`src/rtl/rs232_uart_rx_pkg.sv`:
```
// Shared types and constants for the RS-232 receive capture path.
// RS232_RX_PARITY_EN adds the PARITY state encoding (8E1 frames).
package rs232_uart_rx_pkg;

    localparam int unsigned OVERSAMPLE         = 16;
    localparam int unsigned PHASE_W            = 4;
    localparam int unsigned SAMPLE_PH_A        = 7;
    localparam int unsigned SAMPLE_PH_B        = 8;
    localparam int unsigned DECIDE_PH          = 9;
    localparam int unsigned LAST_PH            = OVERSAMPLE - 1;
    localparam int unsigned DATA_BITS          = 8;
    localparam int unsigned BIT_IDX_W          = 3;
    localparam int unsigned BAUD_W             = 16;
    localparam int unsigned ENTRY_W            = DATA_BITS + 1;
    localparam int unsigned DEFAULT_FIFO_DEPTH = 16;

    typedef enum logic [2:0] {
        ST_IDLE       = 3'd0,
        ST_START      = 3'd1,
        ST_DATA       = 3'd2,
`ifdef RS232_RX_PARITY_EN
        ST_PARITY     = 3'd3,
`endif
        ST_STOP       = 3'd4,
        ST_BREAK_WAIT = 3'd5
    } rx_state_t;

    typedef struct packed {
        logic                 err;
        logic [DATA_BITS-1:0] data;
    } rx_entry_t;

    function automatic logic majority3(input logic a, input logic b, input logic c);
        return (a & b) | (a & c) | (b & c);
    endfunction

endpackage

```
`src/rtl/rs232_uart_rx_if.sv`:
```
// Received-byte stream: valid/ready handshake carrying one byte plus its frame error flag.
interface rs232_uart_rx_if;
    logic [7:0] out_data;
    logic       out_frame_err;
    logic       out_valid;
    logic       out_ready;

    modport master (output out_data, output out_frame_err, output out_valid, input out_ready);
    modport slave  (input out_data, input out_frame_err, input out_valid, output out_ready);
endinterface

```
`src/rtl/rs232_byte_fifo.sv`:
```
// Generic first-word-fall-through synchronous FIFO with a registered head entry.
// The head register holds the last popped (or reset) value while empty.
module rs232_byte_fifo #(
    parameter int unsigned WIDTH = 9,
    parameter int unsigned DEPTH = 16,
    parameter int unsigned AW    = 4
) (
    input  logic             clk,
    input  logic             rst_n,
    input  logic             push,
    input  logic [WIDTH-1:0] wdata,
    input  logic             pop,
    output logic [WIDTH-1:0] rdata,
    output logic             full,
    output logic             empty,
    output logic [AW:0]      level
);

    logic [WIDTH-1:0] mem [DEPTH];
    logic [AW:0]      wr_ptr_q, rd_ptr_q, wr_ptr_d, rd_ptr_d, level_d;
    logic [WIDTH-1:0] head_d;
    logic             push_acc_c, pop_acc_c;

    // A full FIFO still accepts a push when the head leaves in the same cycle
    assign pop_acc_c  = pop & ~empty;
    assign push_acc_c = push & (~full | pop_acc_c);

    always_comb begin
        wr_ptr_d = wr_ptr_q + (AW+1)'(push_acc_c);
        rd_ptr_d = rd_ptr_q + (AW+1)'(pop_acc_c);
        level_d  = wr_ptr_d - rd_ptr_d;
        head_d   = rdata;
        if (level_d != '0) begin
            if (push_acc_c && (wr_ptr_q == rd_ptr_d))
                head_d = wdata;
            else
                head_d = mem[rd_ptr_d[AW-1:0]];
        end
    end

    always_ff @(posedge clk) begin
        if (push_acc_c)
            mem[wr_ptr_q[AW-1:0]] <= wdata;
    end

    always_ff @(posedge clk or negedge rst_n) begin
        if (!rst_n) begin
            wr_ptr_q <= '0;
            rd_ptr_q <= '0;
            level    <= '0;
            full     <= 1'b0;
            empty    <= 1'b1;
            rdata    <= '0;
        end else begin
            wr_ptr_q <= wr_ptr_d;
            rd_ptr_q <= rd_ptr_d;
            level    <= level_d;
            full     <= (level_d == (AW+1)'(DEPTH));
            empty    <= (level_d == '0);
            rdata    <= head_d;
        end
    end

endmodule

```
`src/rtl/rs232_uart_rx.sv`:
```
// 16x oversampling RS-232 receiver (8N1, LSB first) feeding a byte FIFO stream.
// Define RS232_RX_PARITY_EN to receive 8E1 frames with parity folded into the error flag.
module rs232_uart_rx
    import rs232_uart_rx_pkg::*;
#(
    parameter int unsigned FIFO_DEPTH = DEFAULT_FIFO_DEPTH,
    parameter int unsigned FIFO_AW    = 4
) (
    input  logic                clk,
    input  logic                reset_n,
    input  logic [BAUD_W-1:0]   baud_div,
    input  logic                rxd,
    rs232_uart_rx_if.master     byte_if,
    output logic [FIFO_AW:0]    fifo_level,
    output logic                overflow,
    input  logic                clear_stats
);

    rx_state_t              state_q, state_d;
    logic [1:0]             sync_q;
    logic                   rx_prev_q;
    logic [BAUD_W-1:0]      tick_cnt_q, tick_cnt_d;
    logic [PHASE_W-1:0]     phase_q, phase_d;
    logic [1:0]             samp_q, samp_d;
    logic [DATA_BITS-1:0]   shift_q, shift_d;
    logic [BIT_IDX_W-1:0]   bit_idx_q, bit_idx_d;
`ifdef RS232_RX_PARITY_EN
    logic                   par_err_q, par_err_d;
`endif
    logic                   rx_s, tick_c, maj_c, decide_c, end_c, in_frame_c;
    logic                   push_c, pop_c, fifo_full, fifo_empty;
    rx_entry_t              entry_c, head_c;

    assign rx_s     = sync_q[1];
    assign tick_c   = (tick_cnt_q == '0);
    assign maj_c    = majority3(samp_q[0], samp_q[1], rx_s);
    assign decide_c = tick_c && (phase_q == PHASE_W'(DECIDE_PH));
    assign end_c    = tick_c && (phase_q == PHASE_W'(LAST_PH));

    // Stop sample low marks a framing error; parity mismatch joins it when enabled
    assign entry_c.data = shift_q;
`ifdef RS232_RX_PARITY_EN
    assign entry_c.err  = ~maj_c | par_err_q;
`else
    assign entry_c.err  = ~maj_c;
`endif

    always_comb begin
        state_d    = state_q;
        tick_cnt_d = tick_c ? baud_div : tick_cnt_q - BAUD_W'(1);
        phase_d    = phase_q;
        samp_d     = samp_q;
        shift_d    = shift_q;
        bit_idx_d  = bit_idx_q;
`ifdef RS232_RX_PARITY_EN
        par_err_d  = par_err_q;
`endif
        push_c     = 1'b0;
        in_frame_c = (state_q != ST_IDLE) && (state_q != ST_BREAK_WAIT);

        if (in_frame_c && tick_c) begin
            phase_d = phase_q + PHASE_W'(1);
            if (phase_q == PHASE_W'(SAMPLE_PH_A)) samp_d[0] = rx_s;
            if (phase_q == PHASE_W'(SAMPLE_PH_B)) samp_d[1] = rx_s;
        end

        case (state_q)
            ST_IDLE: begin
                if (rx_prev_q && !rx_s) begin
                    state_d    = ST_START;
                    phase_d    = '0;
                    tick_cnt_d = baud_div;
                end
            end
            ST_START: begin
                if (decide_c && maj_c) begin
                    state_d = ST_IDLE;
                end else if (end_c) begin
                    state_d   = ST_DATA;
                    bit_idx_d = '0;
                end
            end
            ST_DATA: begin
                if (decide_c)
                    shift_d = {maj_c, shift_q[DATA_BITS-1:1]};
                if (end_c) begin
                    if (bit_idx_q == BIT_IDX_W'(DATA_BITS - 1))
`ifdef RS232_RX_PARITY_EN
                        state_d = ST_PARITY;
`else
                        state_d = ST_STOP;
`endif
                    else
                        bit_idx_d = bit_idx_q + BIT_IDX_W'(1);
                end
            end
`ifdef RS232_RX_PARITY_EN
            ST_PARITY: begin
                if (decide_c)
                    par_err_d = maj_c ^ (^shift_q);
                if (end_c)
                    state_d = ST_STOP;
            end
`endif
            // Leave at the stop decision so a back-to-back start edge is not missed
            ST_STOP: begin
                if (decide_c) begin
                    push_c  = 1'b1;
                    state_d = maj_c ? ST_IDLE : ST_BREAK_WAIT;
                end
            end
            ST_BREAK_WAIT: begin
                if (rx_s)
                    state_d = ST_IDLE;
            end
            default: state_d = ST_IDLE;
        endcase
    end

    always_ff @(posedge clk or negedge reset_n) begin
        if (!reset_n) begin
            state_q    <= ST_IDLE;
            sync_q     <= 2'b11;
            rx_prev_q  <= 1'b1;
            tick_cnt_q <= '0;
            phase_q    <= '0;
            samp_q     <= '0;
            shift_q    <= '0;
            bit_idx_q  <= '0;
`ifdef RS232_RX_PARITY_EN
            par_err_q  <= 1'b0;
`endif
        end else begin
            state_q    <= state_d;
            sync_q     <= {sync_q[0], rxd};
            rx_prev_q  <= rx_s;
            tick_cnt_q <= tick_cnt_d;
            phase_q    <= phase_d;
            samp_q     <= samp_d;
            shift_q    <= shift_d;
            bit_idx_q  <= bit_idx_d;
`ifdef RS232_RX_PARITY_EN
            par_err_q  <= par_err_d;
`endif
        end
    end

    assign pop_c = ~fifo_empty & byte_if.out_ready;

    rs232_byte_fifo #(
        .WIDTH (ENTRY_W),
        .DEPTH (FIFO_DEPTH),
        .AW    (FIFO_AW)
    ) u_fifo (
        .clk   (clk),
        .rst_n (reset_n),
        .push  (push_c),
        .wdata (entry_c),
        .pop   (pop_c),
        .rdata (head_c),
        .full  (fifo_full),
        .empty (fifo_empty),
        .level (fifo_level)
    );

    assign byte_if.out_data      = head_c.data;
    assign byte_if.out_frame_err = head_c.err;
    assign byte_if.out_valid     = ~fifo_empty;

    // Sticky drop flag; a new drop beats a coincident clear
    always_ff @(posedge clk or negedge reset_n) begin
        if (!reset_n)
            overflow <= 1'b0;
        else
            overflow <= (push_c & fifo_full & ~pop_c) | (overflow & ~clear_stats);
    end

endmodule

```
`src/flat_wrapper.sv`:
```
// flat-port wrapper written by rule: the top's interface ports become plain ports
module rs232_uart_rx_flat import rs232_uart_rx_pkg::*;
#(
    parameter int unsigned FIFO_DEPTH = DEFAULT_FIFO_DEPTH,
    parameter int unsigned FIFO_AW    = 4
)
  (clk, reset_n, baud_div, rxd, fifo_level, overflow, clear_stats, byte_if_out_data, byte_if_out_frame_err, byte_if_out_valid, byte_if_out_ready);
  rs232_uart_rx_if byte_if_i ();
  input  logic clk;
  input  logic reset_n;
  input  logic [BAUD_W-1:0] baud_div;
  input  logic rxd;
  output logic [FIFO_AW:0] fifo_level;
  output logic overflow;
  input  logic clear_stats;
  output wire logic [$bits(byte_if_i.out_data)-1:0] byte_if_out_data;
  output wire logic [$bits(byte_if_i.out_frame_err)-1:0] byte_if_out_frame_err;
  output wire logic [$bits(byte_if_i.out_valid)-1:0] byte_if_out_valid;
  input wire logic [$bits(byte_if_i.out_ready)-1:0] byte_if_out_ready;
  assign byte_if_out_data = byte_if_i.out_data;
  assign byte_if_out_frame_err = byte_if_i.out_frame_err;
  assign byte_if_out_valid = byte_if_i.out_valid;
  assign byte_if_i.out_ready = byte_if_out_ready;
  rs232_uart_rx #(.FIFO_DEPTH(FIFO_DEPTH), .FIFO_AW(FIFO_AW)) u_core (.clk(clk), .reset_n(reset_n), .baud_div(baud_div), .rxd(rxd), .byte_if(byte_if_i), .fifo_level(fifo_level), .overflow(overflow), .clear_stats(clear_stats));
endmodule
```
`config.mk`:
```
export PLATFORM = sky130hd
export DESIGN_NAME = rs232_uart_rx_flat
export DESIGN_NICKNAME = d
export VERILOG_FILES = /design/src/rtl/rs232_uart_rx_pkg.sv /design/src/rtl/rs232_uart_rx_if.sv /design/src/rtl/rs232_byte_fifo.sv /design/src/rtl/rs232_uart_rx.sv /design/src/flat_wrapper.sv
export SDC_FILE = /design/constraint.sdc
export NUM_CORES = 1
export LEC_CHECK = 0
export ABC_AREA = 1
export CORE_MARGIN = 2
export CORE_UTILIZATION = 25
export CTS_CLUSTER_DIAMETER = 120
export CTS_CLUSTER_SIZE = 25
export DETAILED_ROUTE_END_ITERATION = 10
export DONT_BUFFER_PORTS = 1
export GPL_ROUTABILITY_DRIVEN = 0
export PLACE_DENSITY = 0.38
export SYNTH_ARGS = -nofsm -noshare
export SYNTH_HDL_FRONTEND = slang
export SYNTH_HIERARCHICAL = 1
export SYNTH_SLANG_ARGS = --single-unit
```
`constraint.sdc`:
```
create_clock -name clk -period 5.12 [get_ports clk]
set_input_delay 1.024 -clock clk [delete_from_list [all_inputs] [get_ports clk]]
set_output_delay 1.024 -clock clk [all_outputs]
set_load 0.01 [all_outputs]
```
# Yosys cells after proc, flatten, opt, wreduce, memory -nomap -nowiden
# Memory sizes are Yosys's and may differ from the RTL's.
# Cells that the tools add are included.
# W data, S select, Z words.
classes:
  addsub: 6
  mux: 25
  reduce_logical: 19
  shift: 0
  mul: 0
  order_cmp: 0
  div: 0
  eq_ne: 21
  bitwise: 18
op_table:
  columns: ["cell", "n"]
  rows:
  - ["$mux W16", 3]
  - ["$mux W3", 12]
  - ["$logic_not A16 Y1", 1]
  - ["$sub A16 B1 Y16 const B", 1]
  - ["$pmux W3 S5", 1]
  - ["$eq A4 B4 Y1 const B", 3]
  - ["$mux W4", 3]
  - ["$ne A2 B1 Y1 const B", 6]
  - ["$add A5 B1 Y5", 2]
  - ["$and A1 B1 Y1", 9]
  - ["$eq A3 B3 Y1 const B", 3]
  - ["$mux W9", 1]
  - ["$logic_and A1 B1 Y1", 7]
  - ["$pmux W3 S2", 1]
  - ["$reduce_and A2 Y1", 3]
  - ["$reduce_and A6 Y1", 1]
  - ["$eq A5 B5 Y1", 1]
  - ["$eq A5 B5 Y1 const B", 1]
  - ["$logic_not A5 Y1", 1]
  - ["$not A1 Y1", 5]
  - ["$reduce_and A5 Y1", 1]
  - ["$reduce_bool A5 Y1", 1]
  - ["$sub A5 B5 Y5", 1]
  - ["$add A4 B1 Y4 const B", 1]
  - ["13 further kinds", 20]
word_totals:
  latchBits: 0
  mem_bits_rw: 144
  register_bits: 66
  elab_cells: 106
  in_bits: 21
  romBits: 0
  out_inout_bits: 16
  mem_count: 1
memory_table:
  columns: ["name", "words", "width", "rd", "rd_clocked_by_memory_dff", "write_ports", "line", "rtl"]
  rows:
  - ["u_core.u_fifo.mem", 16, 9, 1, 0, 1, "rs232_byte_fifo.sv:19", "logic [WIDTH-1:0] mem [DEPTH];"]

# Logic depth before layout (Yosys ltp)
# Gate-level depths: netlist of run 1.
logic_depth:
  ltp_word: 8
  depth_mapped: 23
  depth_no_buf: 23

# Hierarchy
# The synthesis of run 1 kept the hierarchy.
by_module_without_submodules:
  columns: ["module", "cells_per_inst", "instances", "seq_area_each_um2", "area_each_um2"]
  rows:
  - ["rs232_byte_fifo", 790, 1, 4976.0, 7731.2]
  - ["rs232_uart_rx", 270, 1, 1004.7, 2173.3]

# Worst setup path before layout of run 1
# OpenSTA, ideal clock, no wires.
synth_path:
  path_type: "in2reg"
  startpoint: "input port byte_if_out_ready"
  endpoint: "register u_core.u_fifo.rdata[0]"
  path_stages: 19
  path_slack_ps: 1766
  setup_ps: 117
  arrival_time_ps: 3237
  required_ps: 5003
  path_buffers: 1
  path_cell_list: "nand2_1 -> inv_1 -> nand2_1 -> inv_1 -> ha_1 -> ha_1 -> inv_1 -> clkbuf_1 -> fa_1 -> nand2_1 -> nand2_1 -> a21oi_1 -> inv_1 -> nand2_2 -> nand2_1 -> nand2_2 -> nand3_2 -> nand2_1 -> nand2_1"
synth_via:
  elab_cells_between_ends: 12
  classes_between: "3 x add/sub; 1 x eq/ne; 1 x mux; 4 x bitwise; 2 x reduce/logical; 1 x memory"
synth_lines:
  columns: ["item", "line", "rtl"]
  rows:
  - ["start: declaration", "flat_wrapper.sv:19", "input wire logic [$bits(byte_if_i.out_ready)-1:0] byte_if_out_ready;"]
  - ["$and A1 B1 Y1 (*)", "rs232_uart_rx.sv:148", "assign pop_c = ~fifo_empty & byte_if.out_ready;"]
  - ["net u_core.pop_c", "rs232_uart_rx.sv:31", "logic push_c, pop_c, fifo_full, fifo_empty;"]
  - ["$and A1 B1 Y1 (*)", "rs232_byte_fifo.sv:25", "assign pop_acc_c = pop & ~empty;"]
  - ["$add A5 B1 Y5 (*)", "rs232_byte_fifo.sv:30", "rd_ptr_d = rd_ptr_q + (AW+1)'(pop_acc_c);"]
  - ["net u_core.u_fifo.rd_ptr_d[1]", "rs232_byte_fifo.sv:20", "logic [AW:0] wr_ptr_q, rd_ptr_q, wr_ptr_d, rd_ptr_d, level_d;"]
  - ["branches (longest 3 deep; another with $sub A5 B5 Y5)", null, null]
  - ["end signal: assignment", "rs232_byte_fifo.sv:53", "rdata <= '0;"]
  - ["end signal: assignment", "rs232_byte_fifo.sv:60", "rdata <= head_d;"]
  - ["end: declaration", "rs232_byte_fifo.sv:13", "output logic [WIDTH-1:0] rdata,"]
# Mark *: on every way through the listed nets, which the timed path passes.
# A chain may end at the register's enable or synchronous reset.

# Worst setup path in the final report of run 1
layout_path:
  startpoint: "register u_core.tick_cnt_q[0]"
  endpoint: "register u_core.u_fifo.rdata[3]"
layout_via:
  elab_chain_cells: 8
  elab_cells_between_ends: 10
  classes_between: "2 x add/sub; 3 x mux; 1 x bitwise; 4 x reduce/logical"
layout_lines:
  columns: ["item", "line", "rtl"]
  rows:
  - ["start: declaration", "rs232_uart_rx.sv:22", "logic [BAUD_W-1:0] tick_cnt_q, tick_cnt_d;"]
  - ["start signal: assignment", "rs232_uart_rx.sv:137", "tick_cnt_q <= tick_cnt_d;"]
  - ["$logic_not A16 Y1", "rs232_uart_rx.sv:35", "assign tick_c = (tick_cnt_q == '0);"]
  - ["$logic_and A1 B1 Y1", "rs232_uart_rx.sv:37", "assign decide_c = tick_c && (phase_q == PHASE_W'(DECIDE_PH));"]
  - ["$mux W1", "rs232_uart_rx.sv:107", "if (decide_c) begin"]
  - ["$mux W1", "rs232_uart_rx.sv:67", "case (state_q)"]
  - ["net u_core.push_c", "rs232_uart_rx.sv:31", null]
  - ["$and A1 B1 Y1", "rs232_byte_fifo.sv:26", "assign push_acc_c = push & (~full | pop_acc_c);"]
  - ["$add A5 B1 Y5", "rs232_byte_fifo.sv:29", "wr_ptr_d = wr_ptr_q + (AW+1)'(push_acc_c);"]
  - ["net u_core.u_fifo.wr_ptr_d[0]", "rs232_byte_fifo.sv:20", null]
  - ["$sub A5 B5 Y5", "rs232_byte_fifo.sv:31", "level_d = wr_ptr_d - rd_ptr_d;"]
  - ["$reduce_bool A5 Y1", "rs232_byte_fifo.sv:33", "if (level_d != '0) begin"]
# The timed path passes the listed nets, and every way through them passes these cells.

==> impl_metrics.toml, run 1 <==
[synthesis]
yosysSeqAreaShare_pct = 60.38
synth_edf_count = 144
ys_warn_count = 6
synthDominantCellAreaShare_pct = 43.66
avgSynthCellArea_um2 = 9.344
synth_area_leader_cell = "edfxtp_1"
post_synth_num_cell_types = 38
ys_ff_latch = 210
syn_area_um2 = 9904
synth_area_leaders = "edfxtp_1 (44%), dfrtp_1 (16%), nand2_1 (11%)"
yosysMostFrequentCell = "nand2_1"
synth_nets = 1097
ys.flop_type = "edfxtp_1"
synthCells = 1060
async_reset_ff_share_pct = 31.43
netlist_top_cells_count = "nand2_1 (300), inv_1 (153), edfxtp_1 (144), nand3_1 (127), nor2_1 (107)"

[detailed_routing]
drt-total-wl_mm = 25.36
drc = 0
vias = 6596
wire_per_inst_um = 16.18
first_pass_iters = 5
via_per_inst = 4.209
ant_nets = 0
initialDrtViolationCount = 512

[cts]
path_clk_slew_ps = 110
cts_buffers = 12
cts-resized-gates = 0
cts_root_buf = "clkbuf_16"
hold_buffers = 0
cts_tree = "built"
cts.sinks = 210
clock_latency_ps = 490
cts_setup_buffers = 0
clk_path_buf_depth = 3
h-tree-depth = 1

[power]
share_seq_of_total_power_pct = 34.2
p_sw_uw = 2857
comb_power_share_pct = 48.6
p_leak_uw = 0.004589
powerDensity_nw_per_um2 = 577.8
clockPowerShare_pct = 17.2
intPower_uw = 3355
vdd_ir_drop_max_uv = 390.2
switching_share_pct = 45.99

[global_routing]
overflow = 0
grt_pass1_vias = 6449
antenna_found_initial = 2
grt_pass1_wl_mm = 39.72
grt_start_max_net_pins = 67
grt_usage_pct = 12.47

[floorplanning]
die_area_um2 = 41230
num_rows = 72
core_um2 = 38920
die_h_um = 203.0
pin_count = 37
die_w_um = 203.0
initial_core_util_pct = 25.45

[final_layout]
fin_nets = 1080
num_antenna_cells = 0
drive_gt1_share_pct = 6.387
syn_to_final_growth_pct = 8.553

[sta]
finClkSkew_ps = 35.96
rsz0062_at_grt = "no"
drv_slew = 0
slew-limit-headroom_pct = 26.33
hold_viol = 0
final.setup.tns_ps = 0
worst_slew_pin_slew_ps = 1101
setup_viol = 0
min_period_over_period_pct = 81.07
final.hold.worst_slack_ps = 230.1
timing.final.crit_period_ps = 4151
timing.fmax_ghz = 0.2409

[critical_path]
cp.arrival_ps = 4540
worst-path-max-fanout = 11
crit_path_start_kind = "flip-flop"
crit_path_end_kind = "flip-flop"
cp.required_ps = 5500
path_class = "reg2reg"

[place]
portBuffers = 0
hpwl_mm = 16.13

[status]
status = "finished, final reports clean"

[hold_path]
hold_path_class = "in2async"

[job]
maxCapViolCount = 0
[placed cells by master (no fill, tap or decap), types with 2 or more instances in the layout]
master and instances:
nand3_2 2, nor2_4 4, a31oi_1 2, xor2_1 7, nand2_4 2, a21oi_2 4, a21oi_1 8, nor3_1 6
or2_2 3, clkbuf_1 6, buf_4 5, inv_2 6, nand2_1 300, inv_1 153, ha_1 13, nor2_2 6
dfrtp_1 62, xnor2_1 5, clkbuf_16 13, o21ai_0 21, nand2_2 7, nor2_1 107, edfxtp_1 144, nand3_1 127
nand4_1 15, dfstp_2 4, o21ai_2 4
[cell families (layout without fill, tap and decap cells)]
kind of cell	Yosys count	count (layout)	synth area share [%]
compound gates	43	43	2.640
simple gates	582	582	25.33
buf+inv	195	184	8.224
mux	1	1	0.1011
fa+ha+maj	16	16	2.097
flops	210	210	60.38
xor+xnor	13	13	1.225
[critical path: stages, from the launching register on]
cell      delay (ps)
dfrtp_1          390
inv_1             90
ha_1             170
nand2_1           80
nor2_2           160
nand3b_2         100
nor3_1           320
a21boi_2         380
ha_1             300
inv_1             60
ha_1             130
inv_1             60
fa_1             410
xnor2_1          200
nand2_1           80
nor2_1           610
nand3_2          310
nand2_1          150
nand2_1           60
[stage by stage]
step / cell area (um2) / util (%) / instances / worst slack (ps) / power [uW]
finish: 10750 / 27.63 / 1567 / 969.0 / 6212
global route: 10750 / 27.63 / 1567 / 425.1 / 6789
CTS: 10750 / 27.63 / 1567 / 914.8 / 6353
detailed placement: 10390 / 26.69 / 1547 / 920.4 / 5246
global placement: 10390 / 26.69 / 1547 / 1042 / 5234
floorplan: 9905 / - / 1060 / 1766 / 4367
[cell type report]
class	count	area, um2
tap	518	648.1
fill	4190	28170
timing repair buffer	5	37.54
clock inverter	1	16.27
clock buffer	19	347.8
inverter	159	596.8
sequential	210	5981
multi-input combinational	655	3124
[power by group through the flow]
stage	Sequential [uW]	Combinational [uW]	Clock (uW)
after floorplan	2120	2250	0
after global placement	2170	3070	0
after detailed placement	2160	3090	0
after CTS	2130	3100	1130
after global routing	2150	3470	1180
final	2120	3020	1070
[per-layer routing]
metal / part of all wire [%] / up-vias / wire [um] / track usage, %
met4: 1.4 / 0 / 361 / 2.138
met2: 45 / 78 / 11330 / 19.29
met5: 0 / - / 0 / 0
met1: 51 / 3160 / 12940 / 18.84
met3: 2.8 / 18 / 721 / 1.509
li1: - / 3340 / - / -
[final timing paths]
| check | slack (ps) | from | cells past startpoint | end |
|---|---|---|---|---|
| worst max-delay path | 970 | u_core/tick_cnt_q[0]$_DFF_PN0_ | 18 | u_core/u_fifo/rdata[3]$_DFFE_PN0P_ |
| worst min-delay path | 230 | reset_n | 0 | u_core/u_fifo/level[2]$_DFF_PN0_ |
| worst max register to register | 970 | u_core/tick_cnt_q[0]$_DFF_PN0_ | 18 | u_core/u_fifo/rdata[3]$_DFFE_PN0P_ |
| worst min register to register | 360 | u_core/sync_q[0]$_DFF_PN1_ | 0 | u_core/sync_q[1]$_DFF_PN1_ |
| max in group asynchronous | 4700 | reset_n | 0 | u_core/u_fifo/empty$_DFF_PN1_ |
| min in group clk | 360 | u_core/sync_q[0]$_DFF_PN1_ | 0 | u_core/sync_q[1]$_DFF_PN1_ |
[registers in the layout, summed over array words and instances, names as in the netlist, 2 cells and up]
signal	cells
u_core/phase_q	4
u_core/u_fifo/rd_ptr_q	5
u_core/shift_q	8
u_core/u_fifo/mem	144
u_core/u_fifo/rdata	9
u_core/samp_q	2
u_core/state_q	3
u_core/tick_cnt_q	16
u_core/sync_q	2
u_core/u_fifo/wr_ptr_q	5
u_core/bit_idx_q	3
u_core/u_fifo/level	5
Note: power is estimated with default switching activity, not from simulation.
==> run 2, diff against run 1 <==
--- a/config.mk
+++ b/config.mk
@@ -13,7 +13,7 @@
 export DETAILED_ROUTE_END_ITERATION = 10
 export DONT_BUFFER_PORTS = 1
 export GPL_ROUTABILITY_DRIVEN = 0
-export PLACE_DENSITY = 0.38
+export PLACE_DENSITY = 0.4
 export SYNTH_ARGS = -nofsm -noshare
 export SYNTH_HDL_FRONTEND = slang
 export SYNTH_HIERARCHICAL = 1
==> constraint.sdc (replaced) <==
create_clock -name clk -period 3.5 [get_ports clk]
set_input_delay 0.7 -clock clk [delete_from_list [all_inputs] [get_ports clk]]
set_output_delay 0.7 -clock clk [all_outputs]
set_load 0.01 [all_outputs]
==> run 2 against run 1 <==
Compared with the run above:
- hold slack worse by 200 ps
- via count increased by 2.3%
- core utilization up 1.0 points
- non-clock buffer count is 28 higher
- critical path depth up 4
- global-route usage fell by 0.070 points
- die area unchanged
- setup slack got worse by 740 ps
- critical path type unchanged
==> impl_metrics.toml, run 2 (synthesis gave the netlist of run 1 again) <==
[power]
comb_power_share_pct = 50.4
p_sw_uw = 4329
intPower_uw = 5132
p_leak_uw = 0.004790
powerDensity_nw_per_um2 = 849.1
clockPowerShare_pct = 16.5
switching_share_pct = 45.76
share_seq_of_total_power_pct = 33.1
vdd_ir_drop_max_uv = 602.9
power_uw = 9461

[critical_path]
cp.required_ps = 3930
worst-path-max-fanout = 11
crit_path_end_kind = "flip-flop"
crit_path_start_kind = "flip-flop"
path_class = "reg2reg"
cp.arrival_ps = 3710

[sta]
fin_ws_ps = 228.5
final.hold.worst_slack_ps = 28.32
timing.final.crit_period_ps = 3272
final.setup.tns_ps = 0
drv_slew = 0
slew-limit-headroom_pct = 37.08
worst_slew_pin_slew_ps = 943.8
min_period_over_period_pct = 93.47
hold_viol = 0
setup_viol = 0
timing.fmax_ghz = 0.3057
finClkSkew_ps = 43.02

[place]
portBuffers = 0
place_ws_ps = 43.16
hpwl_mm = 16.13

[global_routing]
grt_usage_pct = 12.40
use_met3_pct = 1.942
met1_usage_pct = 16.87
grt_pass1_vias = 6685
antenna_found_initial = 0
busiest_layer = "met2"
grt_util_met2_pct = 20.67
grt_start_max_net_pins = 77
overflow = 0
grt_pass1_wl_mm = 39.17

[final_layout]
final_cell_mix = "nand2_1 (298), inv_1 (151), edfxtp_1 (144)"
n_fill_cell = 4077
drive_gt1_share_pct = 10.11
final_common_cell = "nand2_1"
utilization_pct = 28.63
fin_nets = 1109
num_antenna_cells = 0
syn_to_final_growth_pct = 12.49
largest_reg_flops = 144

[cts]
path_clk_slew_ps = 110
cts.sinks = 210
cts_tree = "built"
cts_root_buf = "clkbuf_16"
clock_latency_ps = 500
h-tree-depth = 1
cts_buffers = 12
clk_path_buf_depth = 3

[detailed_routing]
via_per_inst = 4.227
ant_nets = 0
drc = 0
first_pass_iters = 4
vias = 6747
initialDrtViolationCount = 474
wire_per_inst_um = 16.08
drt-total-wl_mm = 25.66

[status]
status = "finished, final reports clean"

[floorplanning]
pin_count = 37
die_w_um = 203.0
core_um2 = 38920
die_h_um = 203.0
die_area_um2 = 41230
num_rows = 72
initial_core_util_pct = 25.45

[hold_path]
hold_path_class = "in2async"

[job]
maxCapViolCount = 0
==> run 2: cell types whose count changed in the layout (fill, tap and decap cells not counted), sizes merged <==
cell / delta
nand3: +1
buf: +28
==> run 2: final timing paths <==
path	startpoint	to	slack, ps	cells past startpoint
max	u_core/tick_cnt_q[9]$_DFF_PN0_	u_core/u_fifo/rdata[2]$_DFFE_PN0P_	230	22
min	reset_n	u_core/u_fifo/empty$_DFF_PN1_	30	0
max reg2reg	u_core/tick_cnt_q[9]$_DFF_PN0_	u_core/u_fifo/rdata[2]$_DFFE_PN0P_	230	22
min reg2reg	u_core/sync_q[0]$_DFF_PN1_	u_core/sync_q[1]$_DFF_PN1_	360	0
max in group asynchronous	reset_n	u_core/shift_q[2]$_DFFE_PN0P_	3130	1
min in group clk	rxd	u_core/sync_q[0]$_DFF_PN1_	190	0
==> run 2: repair_timing <==
item                                    CTS  global route
gates resized for setup                   0            26
endpoints found under the setup margin    0            12
hold buffers                              1             0
buffers inserted                          0             4
hold endpoints to repair                 62             0
==> run 2: cell type report <==
cell class	count	area, um2	share of cell area [%]
inverter	159	596.8	5.357
tap	518	648.1	5.817
clock buffer	19	347.8	3.122
sequential	210	5982	53.69
multi-input combinational	656	3234	29.03
clock inverter	1	16.27	0.1460
timing repair buffer	33	316.6	2.841
==> run 2: power by group through the flow <==
| stage | logic, uW | registers [uW] | clock network, uW |
|---|---|---|---|
| floorplan | 3290 | 3100 | 0 |
| global placement | 4620 | 3170 | 0 |
| detailed placement | 4640 | 3170 | 0 |
| CTS | 4660 | 3120 | 1630 |
| global route | 5350 | 3160 | 1710 |
| finish | 4770 | 3130 | 1560 |
==> run 2: through the flow <==
stage	std cells	instance area, um2
final	1596	11140
after global routing	1596	11140
after CTS	1591	10990
after detailed placement	1570	10600
after global placement	1570	10600
after floorplan	1060	9905
==> run 2: layer usage <==
layer | share of wire, % | vias up
met5 | 0 | -
met4 | 1.9 | 0
met3 | 4.0 | 23
met2 | 47 | 76
met1 | 47 | 3244
li1 | - | 3404
==> run 2: critical path, stage by stage (launching register included) <==
cell and delay (ps):
dfrtp_2 450, nor2_4 150, nand2_2 90, nor2_4 160, nand3b_4 100, nor3_2 110, buf_4 140, a21boi_2 170
ha_2 290, inv_1 60, ha_1 130, inv_1 60, fa_2 370, nand2_1 90, nand2_1 60, a21oi_2 130
inv_1 60, nand2_2 90, nand2_1 90, nand2_4 120, buf_8 140, nand4_1 80, nand2_1 80
